**src/rtl/seg_clock_pkg.sv**
```systemverilog
// Shared definitions for the hh:mm:ss timekeeping slice: mode encodings,
// field limits, blank-mask bit positions and modulo step helpers.
package seg_clock_pkg;

  typedef enum logic [1:0] {
    MODE_RUN      = 2'd0,
    MODE_SET_HOUR = 2'd1,
    MODE_SET_MIN  = 2'd2,
    MODE_SET_SEC  = 2'd3
  } mode_e;

  localparam logic [5:0] HOUR_MAX = 6'd23;
  localparam logic [5:0] MIN_MAX  = 6'd59;
  localparam logic [5:0] SEC_MAX  = 6'd59;

  localparam int BLK_SEC_LO  = 0;
  localparam int BLK_SEC_HI  = 1;
  localparam int BLK_MIN_LO  = 2;
  localparam int BLK_MIN_HI  = 3;
  localparam int BLK_HOUR_LO = 4;
  localparam int BLK_HOUR_HI = 5;

  // +1 modulo (max_val+1); out-of-range inputs fold back to 0
  function automatic logic [5:0] wrap_inc(input logic [5:0] val, input logic [5:0] max_val);
    if (val >= max_val) begin
      return 6'd0;
    end else begin
      return val + 6'd1;
    end
  endfunction

  // -1 modulo (max_val+1); out-of-range inputs fold back to max_val
  function automatic logic [5:0] wrap_dec(input logic [5:0] val, input logic [5:0] max_val);
    if ((val == 6'd0) || (val > max_val)) begin
      return max_val;
    end else begin
      return val - 6'd1;
    end
  endfunction

endpackage

```
**src/rtl/seg_blink_gen.sv**
```systemverilog
// Blink phase generator for the field being edited. A prescaler divides clk
// down to twice the blink rate and the phase toggles at each terminal count.
// restart forces prescaler and phase back to 0 so an edit is shown at once.
module seg_blink_gen #(
  parameter int CLK_FREQ = 50_000_000,
  parameter int BLINK_HZ = 2
) (
  input  logic clk,
  input  logic rstn,
  input  logic restart,
  output logic phase
);

  localparam int PRESC = CLK_FREQ / (2 * BLINK_HZ);
  localparam int CW    = (PRESC > 1) ? $clog2(PRESC) : 1;
  localparam logic [CW-1:0] TC = CW'(PRESC - 1);

  logic [CW-1:0] cnt_r;
  logic          phase_r;

  // Prescaler count and phase toggle, with synchronous restart
  always_ff @(posedge clk or negedge rstn) begin
    if (!rstn) begin
      cnt_r   <= '0;
      phase_r <= 1'b0;
    end else if (restart) begin
      cnt_r   <= '0;
      phase_r <= 1'b0;
    end else if (cnt_r == TC) begin
      cnt_r   <= '0;
      phase_r <= ~phase_r;
    end else begin
      cnt_r   <= cnt_r + CW'(1);
      phase_r <= phase_r;
    end
  end

  assign phase = phase_r;

endmodule

```
**src/rtl/seg_time_ctrl.sv**
```systemverilog
// Timekeeping and time-set controller for the 6-digit hh:mm:ss display.
// Holds hour/min/sec, advances them on tick_1s while running, and runs the
// key-driven set-mode FSM with auto-timeout and a blinking edit field.
module seg_time_ctrl
  import seg_clock_pkg::*;
#(
  parameter int CLK_FREQ  = 50_000_000,
  parameter int BLINK_HZ  = 2,
  parameter int TIMEOUT_S = 10
) (
  input  logic       clk,
  input  logic       rstn,
  input  logic       tick_1s,
  input  logic       key_mode,
  input  logic       key_inc,
  input  logic       key_dec,
  output logic [4:0] hour,
  output logic [5:0] min,
  output logic [5:0] sec,
  output logic [5:0] blank,
  output logic [1:0] mode,
  output logic       day_pulse
);

  localparam int TW = $clog2(TIMEOUT_S + 1);
  localparam logic [TW-1:0] TO_LAST = TW'(TIMEOUT_S - 1);

  mode_e         mode_r;
  mode_e         mode_nx_s;
  logic [4:0]    hour_r, hour_nx_s;
  logic [5:0]    min_r, min_nx_s;
  logic [5:0]    sec_r, sec_nx_s;
  logic          day_r, day_nx_s;
  logic [TW-1:0] to_cnt_r, to_cnt_nx_s;
  logic [5:0]    blank_s;
  logic          in_set_s;
  logic          key_any_s;
  logic          edit_s;
  logic          timeout_s;
  logic          enter_set_s;
  logic          restart_s;
  logic          phase_s;

  assign in_set_s    = (mode_r != MODE_RUN);
  assign key_any_s   = key_mode | key_inc | key_dec;
  // A mode key always wins over inc/dec; inc together with dec cancels out
  assign edit_s      = in_set_s & ~key_mode & (key_inc ^ key_dec);
  // The timeout fires on the tick that would bring the count to TIMEOUT_S
  assign timeout_s   = in_set_s & tick_1s & ~key_any_s & (to_cnt_r == TO_LAST);
  // Every mode key except the one leaving SET_SEC lands in a SET_* state
  assign enter_set_s = key_mode & (mode_r != MODE_SET_SEC);
  assign restart_s   = enter_set_s | edit_s;

  seg_blink_gen #(
    .CLK_FREQ (CLK_FREQ),
    .BLINK_HZ (BLINK_HZ)
  ) u_blink (
    .clk     (clk),
    .rstn    (rstn),
    .restart (restart_s),
    .phase   (phase_s)
  );

  // Mode FSM state register
  always_ff @(posedge clk or negedge rstn) begin
    if (!rstn) begin
      mode_r <= MODE_RUN;
    end else begin
      mode_r <= mode_nx_s;
    end
  end

  // Mode FSM next state: key_mode cycles the modes, timeout drops back to RUN
  always_comb begin
    mode_nx_s = mode_r;
    case (mode_r)
      MODE_RUN: begin
        if (key_mode) mode_nx_s = MODE_SET_HOUR;
        else          mode_nx_s = MODE_RUN;
      end
      MODE_SET_HOUR: begin
        if (key_mode)       mode_nx_s = MODE_SET_MIN;
        else if (timeout_s) mode_nx_s = MODE_RUN;
        else                mode_nx_s = MODE_SET_HOUR;
      end
      MODE_SET_MIN: begin
        if (key_mode)       mode_nx_s = MODE_SET_SEC;
        else if (timeout_s) mode_nx_s = MODE_RUN;
        else                mode_nx_s = MODE_SET_MIN;
      end
      MODE_SET_SEC: begin
        if (key_mode)       mode_nx_s = MODE_RUN;
        else if (timeout_s) mode_nx_s = MODE_RUN;
        else                mode_nx_s = MODE_SET_SEC;
      end
      default: mode_nx_s = MODE_RUN;
    endcase
  end

  // Mode FSM outputs: blank mask is a direct decode of the mode and phase flops
  always_comb begin
    blank_s = 6'b000000;
    case (mode_r)
      MODE_SET_HOUR: begin
        blank_s[BLK_HOUR_HI] = phase_s;
        blank_s[BLK_HOUR_LO] = phase_s;
      end
      MODE_SET_MIN: begin
        blank_s[BLK_MIN_HI] = phase_s;
        blank_s[BLK_MIN_LO] = phase_s;
      end
      MODE_SET_SEC: begin
        blank_s[BLK_SEC_HI] = phase_s;
        blank_s[BLK_SEC_LO] = phase_s;
      end
      default: blank_s = 6'b000000;
    endcase
  end

  // Timeout counter next value: cleared by keys, outside set mode and on expiry
  always_comb begin
    if (!in_set_s || key_any_s || timeout_s) begin
      to_cnt_nx_s = '0;
    end else if (tick_1s) begin
      to_cnt_nx_s = to_cnt_r + TW'(1);
    end else begin
      to_cnt_nx_s = to_cnt_r;
    end
  end

  // Time next value: ripple-carry count in RUN, single-field modulo edit in SET_*
  always_comb begin
    hour_nx_s = hour_r;
    min_nx_s  = min_r;
    sec_nx_s  = sec_r;
    day_nx_s  = 1'b0;
    if ((mode_r == MODE_RUN) && tick_1s) begin
      sec_nx_s = wrap_inc(sec_r, SEC_MAX);
      if (sec_r == SEC_MAX) begin
        min_nx_s = wrap_inc(min_r, MIN_MAX);
        if (min_r == MIN_MAX) begin
          hour_nx_s = 5'(wrap_inc({1'b0, hour_r}, HOUR_MAX));
          day_nx_s  = ({1'b0, hour_r} == HOUR_MAX);
        end else begin
          hour_nx_s = hour_r;
        end
      end else begin
        min_nx_s = min_r;
      end
    end else if (edit_s) begin
      case (mode_r)
        MODE_SET_HOUR: begin
          if (key_inc) hour_nx_s = 5'(wrap_inc({1'b0, hour_r}, HOUR_MAX));
          else         hour_nx_s = 5'(wrap_dec({1'b0, hour_r}, HOUR_MAX));
        end
        MODE_SET_MIN: begin
          if (key_inc) min_nx_s = wrap_inc(min_r, MIN_MAX);
          else         min_nx_s = wrap_dec(min_r, MIN_MAX);
        end
        MODE_SET_SEC: begin
          if (key_inc) sec_nx_s = wrap_inc(sec_r, SEC_MAX);
          else         sec_nx_s = wrap_dec(sec_r, SEC_MAX);
        end
        default: begin
          hour_nx_s = hour_r;
        end
      endcase
    end else begin
      day_nx_s = 1'b0;
    end
  end

  // Time, day pulse and timeout registers
  always_ff @(posedge clk or negedge rstn) begin
    if (!rstn) begin
      hour_r   <= 5'd0;
      min_r    <= 6'd0;
      sec_r    <= 6'd0;
      day_r    <= 1'b0;
      to_cnt_r <= '0;
    end else begin
      hour_r   <= hour_nx_s;
      min_r    <= min_nx_s;
      sec_r    <= sec_nx_s;
      day_r    <= day_nx_s;
      to_cnt_r <= to_cnt_nx_s;
    end
  end

  assign hour      = hour_r;
  assign min       = min_r;
  assign sec       = sec_r;
  assign day_pulse = day_r;
  assign mode      = mode_r;
  assign blank     = blank_s;

endmodule
```
**config.mk**
```make
export PLATFORM = sky130hd
export DESIGN_NAME = seg_time_ctrl
export DESIGN_NICKNAME = d
export VERILOG_FILES = /design/src/rtl/seg_clock_pkg.sv /design/src/rtl/seg_blink_gen.sv /design/src/rtl/seg_time_ctrl.sv
export SDC_FILE = /design/constraint.sdc
export NUM_CORES = 1
export LEC_CHECK = 0
export CORE_MARGIN = 2
export CORE_UTILIZATION = 48
export DETAILED_ROUTE_END_ITERATION = 16
export GPL_TIMING_DRIVEN = 0
export PLACE_DENSITY = 0.78
export SLEW_MARGIN = 10
export SYNTH_ARGS = -nofsm -noshare
export SYNTH_HDL_FRONTEND = slang
export SYNTH_HIERARCHICAL = 1
export SYNTH_SLANG_ARGS = --single-unit
```
**constraint.sdc**
```tcl
create_clock -name clk -period 2.7 [get_ports clk]
set_input_delay 0.54 -clock clk [delete_from_list [all_inputs] [get_ports clk]]
set_output_delay 0.54 -clock clk [all_outputs]
set_load 0.005 [all_outputs]
```
==> results.txt, run 1 <==
The flow ran to the end, and the final reports show no timing, DRC or antenna violations. The tools report the source of the worst register-to-register timing path as sec[4]. The placeable core region is 6720 sq um, and the number of placement rows is 30.

The detail route stage leaves a number of antenna-violating nets equal to 0. Buffer type at the clock tree root: sky130_fd_sc_hd__clkbuf_8. At the pin with the least slew margin, the transition time is 0.887 ns.

Summing all multi-input logic gate instances after layout gives 1900 sq um. The run gives 484 as the count of placed standard cells including taps. The max-capacitance violation count came out at 0. The clock period minus final worst setup slack is 2.51 ns.

Cells with a size suffix above 1 make up 7.04% of the layout. The mean number of vias per cell came out at 6.28. Final number of hold-violating endpoints: 0. Clock skew on the completed layout was measured at 0.00509 ns. The repair_antennas step left the layout with diodes totalling 0.

For this configuration, the core starts out at a cell density of 49.1%. The run gives 60 as the count of cell types in the netlist. For this run, the detailed router's first-pass iteration total came to 5. The ratio of final minimum period to clock period was 92.8%; the maximum buffer depth of the clock tree was 2.

The worst path required time was 2.16 ns; the height of the die was 86.9 um. Static timing analysis puts the maximum clock frequency at 399 MHz. Global routing finished with a remaining overflow of 0. The H-tree generated during clock tree synthesis spans 2 levels.

The average wire per cell in the routed design came out at 16.0 um. Summing all placed instances gives a cell area of 3710 sq um. The first global-routing pass estimated 13.3 mm of wire. The number of enable flip-flop cells after synthesis is 0. The chip width was 86.9 um. For the number of antenna violations at the first check in global routing, the log shows 0.

The classification of the worst-slack hold path is input port to asynchronous set/reset pin. The tools report the number of nets in the layout as 428. The tools report the number of pins with negative max-slew slack in the final report as 0. The dominant register cell in the synthesized netlist is sky130_fd_sc_hd__dfrtp_1.

Setup violations remaining at the end of the flow were counted as 0. The floorplan die area was 7540 sq um. The analysis attributes to cell leakage a power of 1.52 nW. After clock tree synthesis, the clock-pin slew on the worst setup and hold paths is 0.09 ns. The number of filler cells placed in the layout came out at 596.

For this design the top-level I/O count stands at 32. Counting flops with an async set or reset pin after synthesis yields a share of 100%. The number of clock sinks came out at 49.

Cell type with the highest aggregate area in the netlist: sky130_fd_sc_hd__dfrtp_1. Kind of critical path: register to primary output. Sequential elements use 37.2% of the synthesized area.

Measured in cells, the most critical reg-to-reg path has a length of 5. Port buffering added 30 buffers. TritonCTS built the clock tree. The synthesized area divided by synthesized cell count is 8.84 sq um. The worst ir drop on vdd came out at 293 uV.

Overall power after layout: 2.79 mW. Mapped cell area: 3300 sq um. The first routing iteration left 280 violations. The HPWL after detailed placement is 5.62 mm. The cell area power density is 733 nW/um^2. The maximum number of pins on one net before global-route repair came out at 36. The run gives 6 as the count of yosys warnings during synthesis. The top fanout value on the critical path works out to 10. The logs give 2807 for the number of global-route vias before repair and 3810 sq um for the finished layout cell area.

For the final total negative setup slack, the log shows 0 ns. STA classifies the critical path startpoint as a register. In the global route stage, overall resource usage came out at 21.7%.

The net count after synthesis was 390; the final wirelength was 7.86 mm. The logs give 5 for the CTS buffer count and 492 for the final cell count without fillers. The congestion estimate from routability-driven global placement came to 0.924.

Across the whole layout, storage elements account for 1230 sq um. Sorting the synthesized cells by area gives the leading types as sky130_fd_sc_hd__dfrtp_1, sky130_fd_sc_hd__ha_1, sky130_fd_sc_hd__nor2_1. Tracing the worst setup path back leads to its startpoint at mode[0]. The worst register-to-register path has a setup slack of 0.42 ns.

Synthesis inferred 49 register bits. At the worst endpoint, the arrival time is 1.97 ns. The logs give 39.4% for the worst slew slack as a fraction of its limit and 3089 for the detailed-route via count. The terminus of the critical flop-to-flop path is min[2]. In the synthesized netlist, the number of instances is 373.

After synthesis, the largest area contributor takes up 37.2% of total cell area. The area growth from synthesis to layout is 15.6%, and the detailed-route DRC error count is 0. The worst setup path is captured at a primary output. The later pin in the worst-skew pair is clocked with a latency of 0.30 ns. Setup repair after global routing left no endpoint under its margin.
## per-stage QoR
stage               hold slack, ns  utilization (%)  setup WS, ns
global placement             0.468             55.0        -0.361
detailed placement           0.476             55.2       -0.0460
CTS                          0.145             56.7        0.0584
floorplan                    0.244                -         0.587
finish                       0.138             56.7         0.193
global route                 0.149             56.7        0.0338
## power breakdown
part / internal (mW) / switching (mW) / total, mW
registers: 0.867 / 0.186 / 1.05
logic: 0.600 / 0.678 / 1.28
clock network: 0.208 / 0.251 / 0.460
## worst max-delay path by stage
| stage | end | slack, ns | depth (start not counted) |
|---|---|---|---|
| 4_1_cts | blank[5] | 0.06 | 5 |
| 6_report | blank[5] | 0.19 | 5 |
| 2_1_floorplan | min[5] | 0.59 | 6 |
| 3_3_place_gp | sec[4] | -0.36 | 1 |
| 3_5_place_dp | u_blink/cnt_r[6] | -0.05 | 6 |
| 5_1_grt | blank[3] | 0.03 | 5 |
## metal layers
| metal | GRT usage (%) | wire, um | up-vias |
|---|---|---|---|
| met4 | 4.40 | 66 | 0 |
| met1 | 30.8 | 3570 | 1494 |
| met2 | 35.3 | 3860 | 95 |
| met3 | 3.13 | 372 | 7 |
| met5 | 0 | 0 | - |
| li1 | - | - | 1493 |
## Yosys cell counts, types with 8 or more instances
master and number:
sky130_fd_sc_hd__o21ai_0 17, sky130_fd_sc_hd__xor2_1 13, sky130_fd_sc_hd__nand4_1 13, sky130_fd_sc_hd__nand2_1 24, sky130_fd_sc_hd__clkbuf_1 16, sky130_fd_sc_hd__dfrtp_1 49
sky130_fd_sc_hd__or3_1 8, sky130_fd_sc_hd__a21o_1 9, sky130_fd_sc_hd__nand3_1 20, sky130_fd_sc_hd__inv_1 16, sky130_fd_sc_hd__nor2_1 31, sky130_fd_sc_hd__a21oi_1 18
sky130_fd_sc_hd__ha_1 11
## layout by cell type, fill, tap and decap left out, drive strengths merged, types with 4 or more instances in the layout
cell,netlist,layout
or4,7,7
o2111ai,4,4
ha,11,11
and4,7,7
nor4,4,4
or4b,4,4
clkbuf,16,22
dfrtp,49,49
inv,16,16
clkdlybuf4s50,0,29
a211oi,4,4
xnor2,7,7
or3,9,9
nor2,31,31
nand2,24,24
o31ai,7,7
nand4,13,13
a21oi,18,18
nand3,20,20
a21o,9,9
xor2,13,13
buf,8,10
nor2b,4,4
and2,5,5
a32oi,4,4
a22o,4,4
nor3,4,4
o21ai,17,17
a32o,4,4
and3,7,7
## registers in the layout, summed over array words and instances (netlist names)
register / cells
sec: 6
u_blink/cnt_r: 24
to_cnt_r: 4
u_blink/phase: 1
day_pulse: 1
min: 6
hour: 5
mode: 2
## critical path, stage by stage (launching register included)
cell,delay (ns)
sky130_fd_sc_hd__dfrtp_1,0.45
sky130_fd_sc_hd__clkbuf_2,0.24
sky130_fd_sc_hd__nor2b_1,0.19
sky130_fd_sc_hd__and2_1,0.19
sky130_fd_sc_hd__buf_4,0.12
sky130_fd_sc_hd__clkdlybuf4s50_1,0.48
## what timing repair did
item	4_1_cts	5_1_grt
hold buffers	0	0
setup endpoints to repair	0	1
gates resized for setup	0	2
setup buffers	0	0
## cells by family after synthesis
family | after synthesis | synth area share (%)
AO/OA/AOI/OAI | 100 | 21.7
XOR/XNOR | 20 | 5.32
adder cells (fa/ha/maj) | 11 | 4.18
buffers and inverters | 41 | 5.20
flip-flops | 49 | 37.2
multiplexers | 2 | 0.645
AND/OR/NAND/NOR | 150 | 25.7
## cell type report
| class | count | area share (%) |
|---|---|---|
| plain buffers | 24 | 2.86 |
| flip-flops and latches | 49 | 32.2 |
| clock inverters | 2 | 0.361 |
| repair buffers | 31 | 8.28 |
| well taps | 80 | 2.63 |
| multi-input cells | 283 | 49.8 |
| clock buffers | 6 | 2.17 |
| inverters | 17 | 1.68 |
(Power assumes the default switching activity.)
==> run 2: changes to the inputs <==
- PLACE_DENSITY: 0.78 -> 0.81
- clock period: 2.7 -> 2.2 ns (I/O delays scaled with it)
==> results.txt, run 2 (synthesis gave the netlist of run 1 again) <==
The number of antenna violations at the first check in global routing was 0 (unchanged); the number of clock sinks was 49 (unchanged). The HPWL reported at the end of detailed placement came out at 5.83 mm (was 5.62 mm). TritonCTS built the clock tree.

The endpoint class of the critical path was a primary output (unchanged). The run gives 30 (unchanged) as the number of placement rows. The core occupancy in the finished layout came out at 58.2% (was 56.7%). The number of pins with negative max-slew slack in the final report was 0 (unchanged); the slew at the pin closest to its max-slew limit was 0.665 ns (was 0.887 ns). The final cell count without fillers was 495 (was 492). The run gives 484 (unchanged) as the count of placed standard cells including taps. The worst endpoint data arrival time came out at 1.72 ns (was 1.97 ns).

The final number of hold-violating endpoints was 0 (unchanged); the number of buffers added on ports was 30 (unchanged). Detailed router's first-iteration violation count: 240 (was 280). The tools report the buffer type at the clock tree root as sky130_fd_sc_hd__clkbuf_8 (unchanged). The mean number of vias per cell was 6.47 (was 6.28); the number of antenna cells inserted was 0 (unchanged).

The maximum cell stage delay along the critical path works out to 0.48 ns (about the same). The type of element launching the critical path was a register (unchanged). The top fanout value on the critical path was 10 (unchanged); the chip width was 86.9 um (unchanged).

For the area taken by flip-flops and latches, the log shows 1230 sq um (unchanged). Reg-to-reg setup timing slack: 0.10 ns (was 0.42 ns). The placeable core region is 6720 sq um (unchanged). The largest register by flop count was u_blink/cnt_r (unchanged). The wire length of the first global-routing pass was 13.5 mm (was 13.3 mm); the cell count along the critical path was 5 (unchanged).

The tools report the source of the worst register-to-register timing path as mode[0] (was sec[4]). The average wire per cell in the routed design works out to 16.6 um (was 16.0 um). The flip-flop count of the largest register after layout was 24 (unchanged). The CTS buffer count came out at 5 (unchanged).

The run gives 0 (unchanged) as the final number of setup-violating endpoints. The count of buffering cells on the critical path with inverters included works out to 3 (unchanged). The floorplan die area is 7540 sq um (unchanged), and the max-capacitance violation count is 0 (unchanged).

The height of the die came out at 86.9 um (unchanged). Most frequent cells in the layout: sky130_fd_sc_hd__dfrtp_1, sky130_fd_sc_hd__nor2_1, sky130_fd_sc_hd__clkdlybuf4s50_1, sky130_fd_sc_hd__nand2_1, sky130_fd_sc_hd__nand3_1 (unchanged). The number of global-route vias before repair was 2887 (was 2807).

The largest delay contributor family on the critical path was buffers and inverters (unchanged). Most common cell after layout, fill and taps aside: sky130_fd_sc_hd__dfrtp_1 (unchanged). The final weighted congestion in routability-driven placement was 0.897 (was 0.924). The detailed-route DRC error count is 0 (unchanged). The clock tree skew after final layout was 0.0139 ns (was 0.00509 ns); the number of filler cells placed in the layout was 559 (was 596). The leakage power is 1.59 nW (was 1.52 nW). The kind of critical path was register to primary output (unchanged). The finished layout cell area is 3910 sq um (was 3810 sq um), and the initial cell density of the core is 49.1% (unchanged).

For the count of nets left with antenna violations after detail routing, the log shows 0 (unchanged). For the maximum buffer depth of the clock tree, the log shows 2 (unchanged). In the finished design, the share of the clock period the worst path needs comes to 98.3%. The run finished with clean final reports.

The total grt overflow was 0 (unchanged); the cell area power density was 891 nW/um^2 (was 733 nW/um^2). The tools report the clock latency on the worst-skew pair as 0.31 ns (was 0.30 ns). The classification of the worst-slack hold path is input port to asynchronous set/reset pin (unchanged). The tools report the terminus of the critical flop-to-flop path as sec[5] (was min[2]).

The total global routing track utilization came out at 21.9% (was 21.7%). For this run, the top clock speed supported by timing is 462 MHz. Total of hold buffers inserted after clock tree synthesis: 0 (unchanged). For the count of H-tree levels built during CTS, the log shows 2 (unchanged).

The placed standard-cell area is 3710 sq um (unchanged). The proportion of layout cells with a drive suffix above 1 is 11.1% (was 7.04%). List of cells traversed by the critical path: buf_8 > nor2b_4 > and2_4 > buf_4 > clkdlybuf4s50_1 (was clkbuf_2 > nor2b_1 > and2_1 > buf_4 > clkdlybuf4s50_1). The detailed-route via count was 3201 (was 3089); the clock edge transition at the registers on the reported setup and hold paths was 0.10 ns (was 0.09 ns). The maximum number of pins on one net before global-route repair was 27 (was 36). For the worst ir drop on vdd, the log shows 435 uV (was 293 uV). After layout, the minimum clock period comes to 2.16 ns. The worst path required time is 1.76 ns (was 2.16 ns), and the final wirelength is 8.22 mm (was 7.86 mm).

The worst slew slack as a fraction of its limit came out at 55.5% (was 39.4%). Master of the slowest instance on the critical path: sky130_fd_sc_hd__clkdlybuf4s50_1 (unchanged). The worst-case reg-to-reg path depth is 6 (was 5), and the first-pass iteration count of the detailed router is 5 (unchanged).

The multi-input combinational cell area is 1950 sq um (was 1900 sq um), and the number of top-level pins is 32 (unchanged). The area growth from synthesis to layout works out to 18.6% (was 15.6%). The tools report the number of nets in the layout as 431 (was 428).
## run 2: worst max-delay path by stage
stage                       start                to
after floorplan           tick_1s            min[5]
after global placement       rstn            min[5]
after detailed placement  key_inc  u_blink/cnt_r[6]
after CTS                 mode[1]          blank[5]
after global routing      mode[0]            min[2]
final                     mode[1]          blank[5]
## run 2: cell type report
type	count	share of cell area, %
multi-input combinational	283	49.9
sequential	49	31.4
timing repair buffer	35	8.87
buffer	23	3.33
tap	80	2.56
clock buffer	5	1.76
inverter	17	1.63
clock inverter	3	0.576
## run 2: timing repair
action	in CTS	in global routing
gates resized for setup	16	10
setup buffers	2	2
endpoints found under the setup margin	32	31
## run 2: through the flow
| stage | power [mW] | hold slack, ns | setup slack, ns | TNS, ns |
|---|---|---|---|---|
| floorplan | 2.24 | 0.144 | 0.187 | 0 |
| detailed placement | 2.84 | 0.464 | -0.458 | -13.60 |
| finish | 3.48 | 0.108 | 0.0378 | 0 |
| global placement | 2.79 | 0.465 | -0.780 | -49.58 |
| global route | 3.73 | 0.147 | -0.0175 | -0.0430 |
| CTS | 3.44 | 0.127 | 0.0111 | 0 |
## run 2: metal layers
metal	GRT usage [%]	wire (um)
met3	3.03	439
met2	36.9	4030
met1	29.8	3620
met5	0	0
met4	5.26	119
## run 2: report_power, final
part | switching (mW) | leakage, nW | internal (mW)
sequential | 0.255 | 0.651 | 1.06
clock | 0.320 | 0.0481 | 0.226
combinational | 0.834 | 0.886 | 0.781
total | 1.41 | 1.59 | 2.07
==> run 3: changes to the inputs <==
- clock period: 2.2 -> 1.8 ns (I/O delays scaled with it)
==> results.txt, run 3 (synthesis gave the netlist of run 1 again) <==
The run finished, with violations left. The final reports fail on negative setup slack. The worst-case reg-to-reg path depth came out at 6 (unchanged). The run gives 0 (unchanged) as the max-capacitance violation count.

The number of nets in the layout is 477 (was 431), and the worst ir drop on vdd is 589 uV (was 435 uV). The tools report the number of top-level pins as 32 (unchanged). The worst slew slack as a fraction of its limit is 61.2% (was 55.5%), and the chip width is 86.9 um (unchanged).

The tools report the type of element launching the critical path as a register (unchanged). The proportion of layout cells with a drive suffix above 1 is 34.9% (was 11.1%), and the number of pins with negative max-slew slack in the final report is 0 (unchanged). Worst path required time: 2.06 ns (was 1.76 ns).

The most common cell after layout, fill and taps aside is sky130_fd_sc_hd__dfrtp_1 (unchanged). Largest register by flop count: u_blink/cnt_r (unchanged). The logs give 23 (was 0) for the final number of setup-violating endpoints and 0.375 ns (was 0.108 ns) for the worst slack on hold paths. The count of nets left with antenna violations after detail routing is 0 (unchanged).

The leakage power was 1.98 nW (was 1.59 nW). The worst path needs 2.02 ns of the cycle, external delays included. The logs give 26.8% (was 21.9%) for the total global routing track utilization and 3727 (was 3201) for the detailed-route via count. Mean number of vias per cell: 6.89 (was 6.47). Final wirelength: 11.4 mm (was 8.22 mm). TritonCTS built the clock tree. The run gives 5.85 mm (was 5.83 mm) as the HPWL reported at the end of detailed placement. For the detailed router's first-iteration violation count, the log shows 421 (was 240). The classification of the worst-slack hold path is input port to register (was input port to asynchronous set/reset pin).

The top fanout value on the critical path was 5 (was 10); the average wire per cell in the routed design was 21.1 um (was 16.6 um). The first-pass iteration count of the detailed router came out at 5 (unchanged). The number of antenna violations at the first check in global routing is 0 (unchanged), and the ratio of final minimum period to clock period is 112%.

The logs give 2 (unchanged) for the maximum buffer depth of the clock tree and 49.1% (unchanged) for the initial cell density of the core. The master of the slowest instance on the critical path is sky130_fd_sc_hd__and4b_1 (was sky130_fd_sc_hd__clkdlybuf4s50_1). For the clock tree skew after final layout, the log shows 0.0211 ns (was 0.0139 ns). The run gives 49 (unchanged) as the number of clock sinks. Worst endpoint data arrival time: 2.28 ns (was 1.72 ns). The clock edge transition at the registers on the reported setup and hold paths is 0.10 ns (about the same). For the total grt overflow, the log shows 0 (unchanged). The endpoint class of the critical path is a register (was a primary output).

The post-layout worst setup margin is -0.221 ns (was 0.0378 ns). The tools report the final number of hold-violating endpoints as 0 (unchanged). The final total negative setup slack was -2.13 ns (was 0 ns). The height of the die came out at 86.9 um (unchanged). The count of cells along the worst hold path works out to 2. The tools report the source of the critical timing path as sec[0] (was mode[1]). Setup repair after global routing could not meet its margin everywhere. The largest delay contributor family on the critical path is simple AND/OR/NAND/NOR gates (was buffers and inverters). For the clock latency on the worst-skew pair, the log shows 0.32 ns (was 0.31 ns). The maximum cell stage delay along the critical path is 0.42 ns (was 0.48 ns). The logs give 3419 (was 2887) for the number of global-route vias before repair and -0.777 ns (was -0.458 ns) for the setup slack after placement. The worst hold path endpoint is to_cnt_r[1].

Floorplan die area: 7540 sq um (unchanged). The source of the worst register-to-register timing path was sec[0] (was mode[0]). List of cells traversed by the critical path: ha_1 > and4b_1 > nand4_1 > buf_6 > a222oi_1 > a21o_1 (was buf_8 > nor2b_4 > and2_4 > buf_4 > clkdlybuf4s50_1).

The fmax is 495 MHz, and the count of buffering cells on the critical path with inverters included is 1 (was 3). The logs give 0.902 (was 0.897) for the final weighted congestion in routability-driven placement and 31 (was 27) for the maximum number of pins on one net before global-route repair. The buffer type at the clock tree root is sky130_fd_sc_hd__clkbuf_8 (unchanged). The CTS buffer count was 5 (unchanged); the wire length of the first global-routing pass was 16.2 mm (was 13.5 mm).

Cell area power density: 1100 nW/um^2 (was 891 nW/um^2). For the number of antenna cells inserted, the log shows 0 (unchanged). Reg-to-reg setup timing slack: -0.22 ns (was 0.10 ns).

The number of buffers added on ports was 30 (unchanged). Kind of critical path: register to register (was register to primary output). The slew at the pin closest to its max-slew limit is 0.578 ns (was 0.665 ns). Most frequent cells in the layout: sky130_fd_sc_hd__dfrtp_1, sky130_fd_sc_hd__buf_4, sky130_fd_sc_hd__nor2_1 (was sky130_fd_sc_hd__dfrtp_1, sky130_fd_sc_hd__nor2_1, sky130_fd_sc_hd__clkdlybuf4s50_1, sky130_fd_sc_hd__nand2_1, sky130_fd_sc_hd__nand3_1). In this run the most critical hold path is launched from tick_1s. The tools report the detailed-route DRC error count as 0 (unchanged). The cell count along the critical path was 6 (was 5); the number of placement rows was 30 (unchanged). The placeable core region is 6720 sq um (unchanged), and the area growth from synthesis to layout is 43.6% (was 18.6%). The terminus of the critical flop-to-flop path is hour[1] (was sec[5]). The flip-flop count of the largest register after layout is 24 (unchanged), and the count of H-tree levels built during CTS is 2 (unchanged).
==> run 3: cell types whose count changed in the layout (fill, tap and decap cells not counted), sizes merged, moves of 2 or more <==
cell           previous run  this run
clkdlybuf4s50            27        20
clkinv                    4         1
clkbuf                   18        16
buf                      16        69
==> run 3: area by class of cell <==
type                       instances  area, sq um
sequential                        49         1230
timing repair buffer              83          761
tap                               80          100
fill                             433         1990
inverter                          17         67.6
clock buffer                       5         68.8
buffer                            20          168
clock inverter                     3         50.0
multi-input combinational        284         2280
==> run 3: per-stage QoR <==
stage / utilization, % / total power, mW / area (sq um) / cells
floorplan: - / 2.77 / 3320 / 373
global placement: 55.4 / 3.44 / 3720 / 483
detailed placement: 55.7 / 3.51 / 3740 / 484
CTS: 64.8 / 4.75 / 4350 / 523
global route: 70.4 / 5.45 / 4730 / 541
finish: 70.4 / 5.20 / 4730 / 541
==> run 3: metal layers <==
| metal | GRT usage [%] | routed length [um] | vias to the layer above |
|---|---|---|---|
| met4 | 9.94 | 561 | 0 |
| met5 | 0 | 0 | - |
| met1 | 34.2 | 4400 | 1806 |
| met3 | 4.74 | 995 | 63 |
| met2 | 45.3 | 5490 | 263 |
| li1 | - | - | 1595 |
==> run 3: power by group <==
group / internal [mW] / total, mW / switching, mW
logic: 1.35 / 2.75 / 1.40
clock network: 0.427 / 0.851 / 0.424
registers: 1.31 / 1.59 / 0.285
total: 3.09 / 5.20 / 2.11
==> run 3: worst max path at each step <==
stage,to,slack [ns]
after detailed placement,sec[4],-0.78
after floorplan,min[2],-0.02
after CTS,u_blink/cnt_r[20],-0.09
after global routing,hour[1],-0.34
after global placement,hour[3],-1.07
final,hour[1],-0.22
==> run 3: worst register-to-register path, cell delays in order (launching register included) <==
cell and delay, ns:
sky130_fd_sc_hd__dfrtp_2 0.41, sky130_fd_sc_hd__ha_1 0.33, sky130_fd_sc_hd__and4b_1 0.42, sky130_fd_sc_hd__nand4_1 0.16, sky130_fd_sc_hd__buf_6 0.17, sky130_fd_sc_hd__a222oi_1 0.35
sky130_fd_sc_hd__a21o_1 0.13
==> run 3: repair_timing <==
action,CTS,global route
resized for setup,86,68
buffers inserted,32,19
hold buffers,1,0
pin swaps,18,27
gates cloned,1,0
endpoints found under the hold margin,2,0
endpoints found under the setup margin,49,45
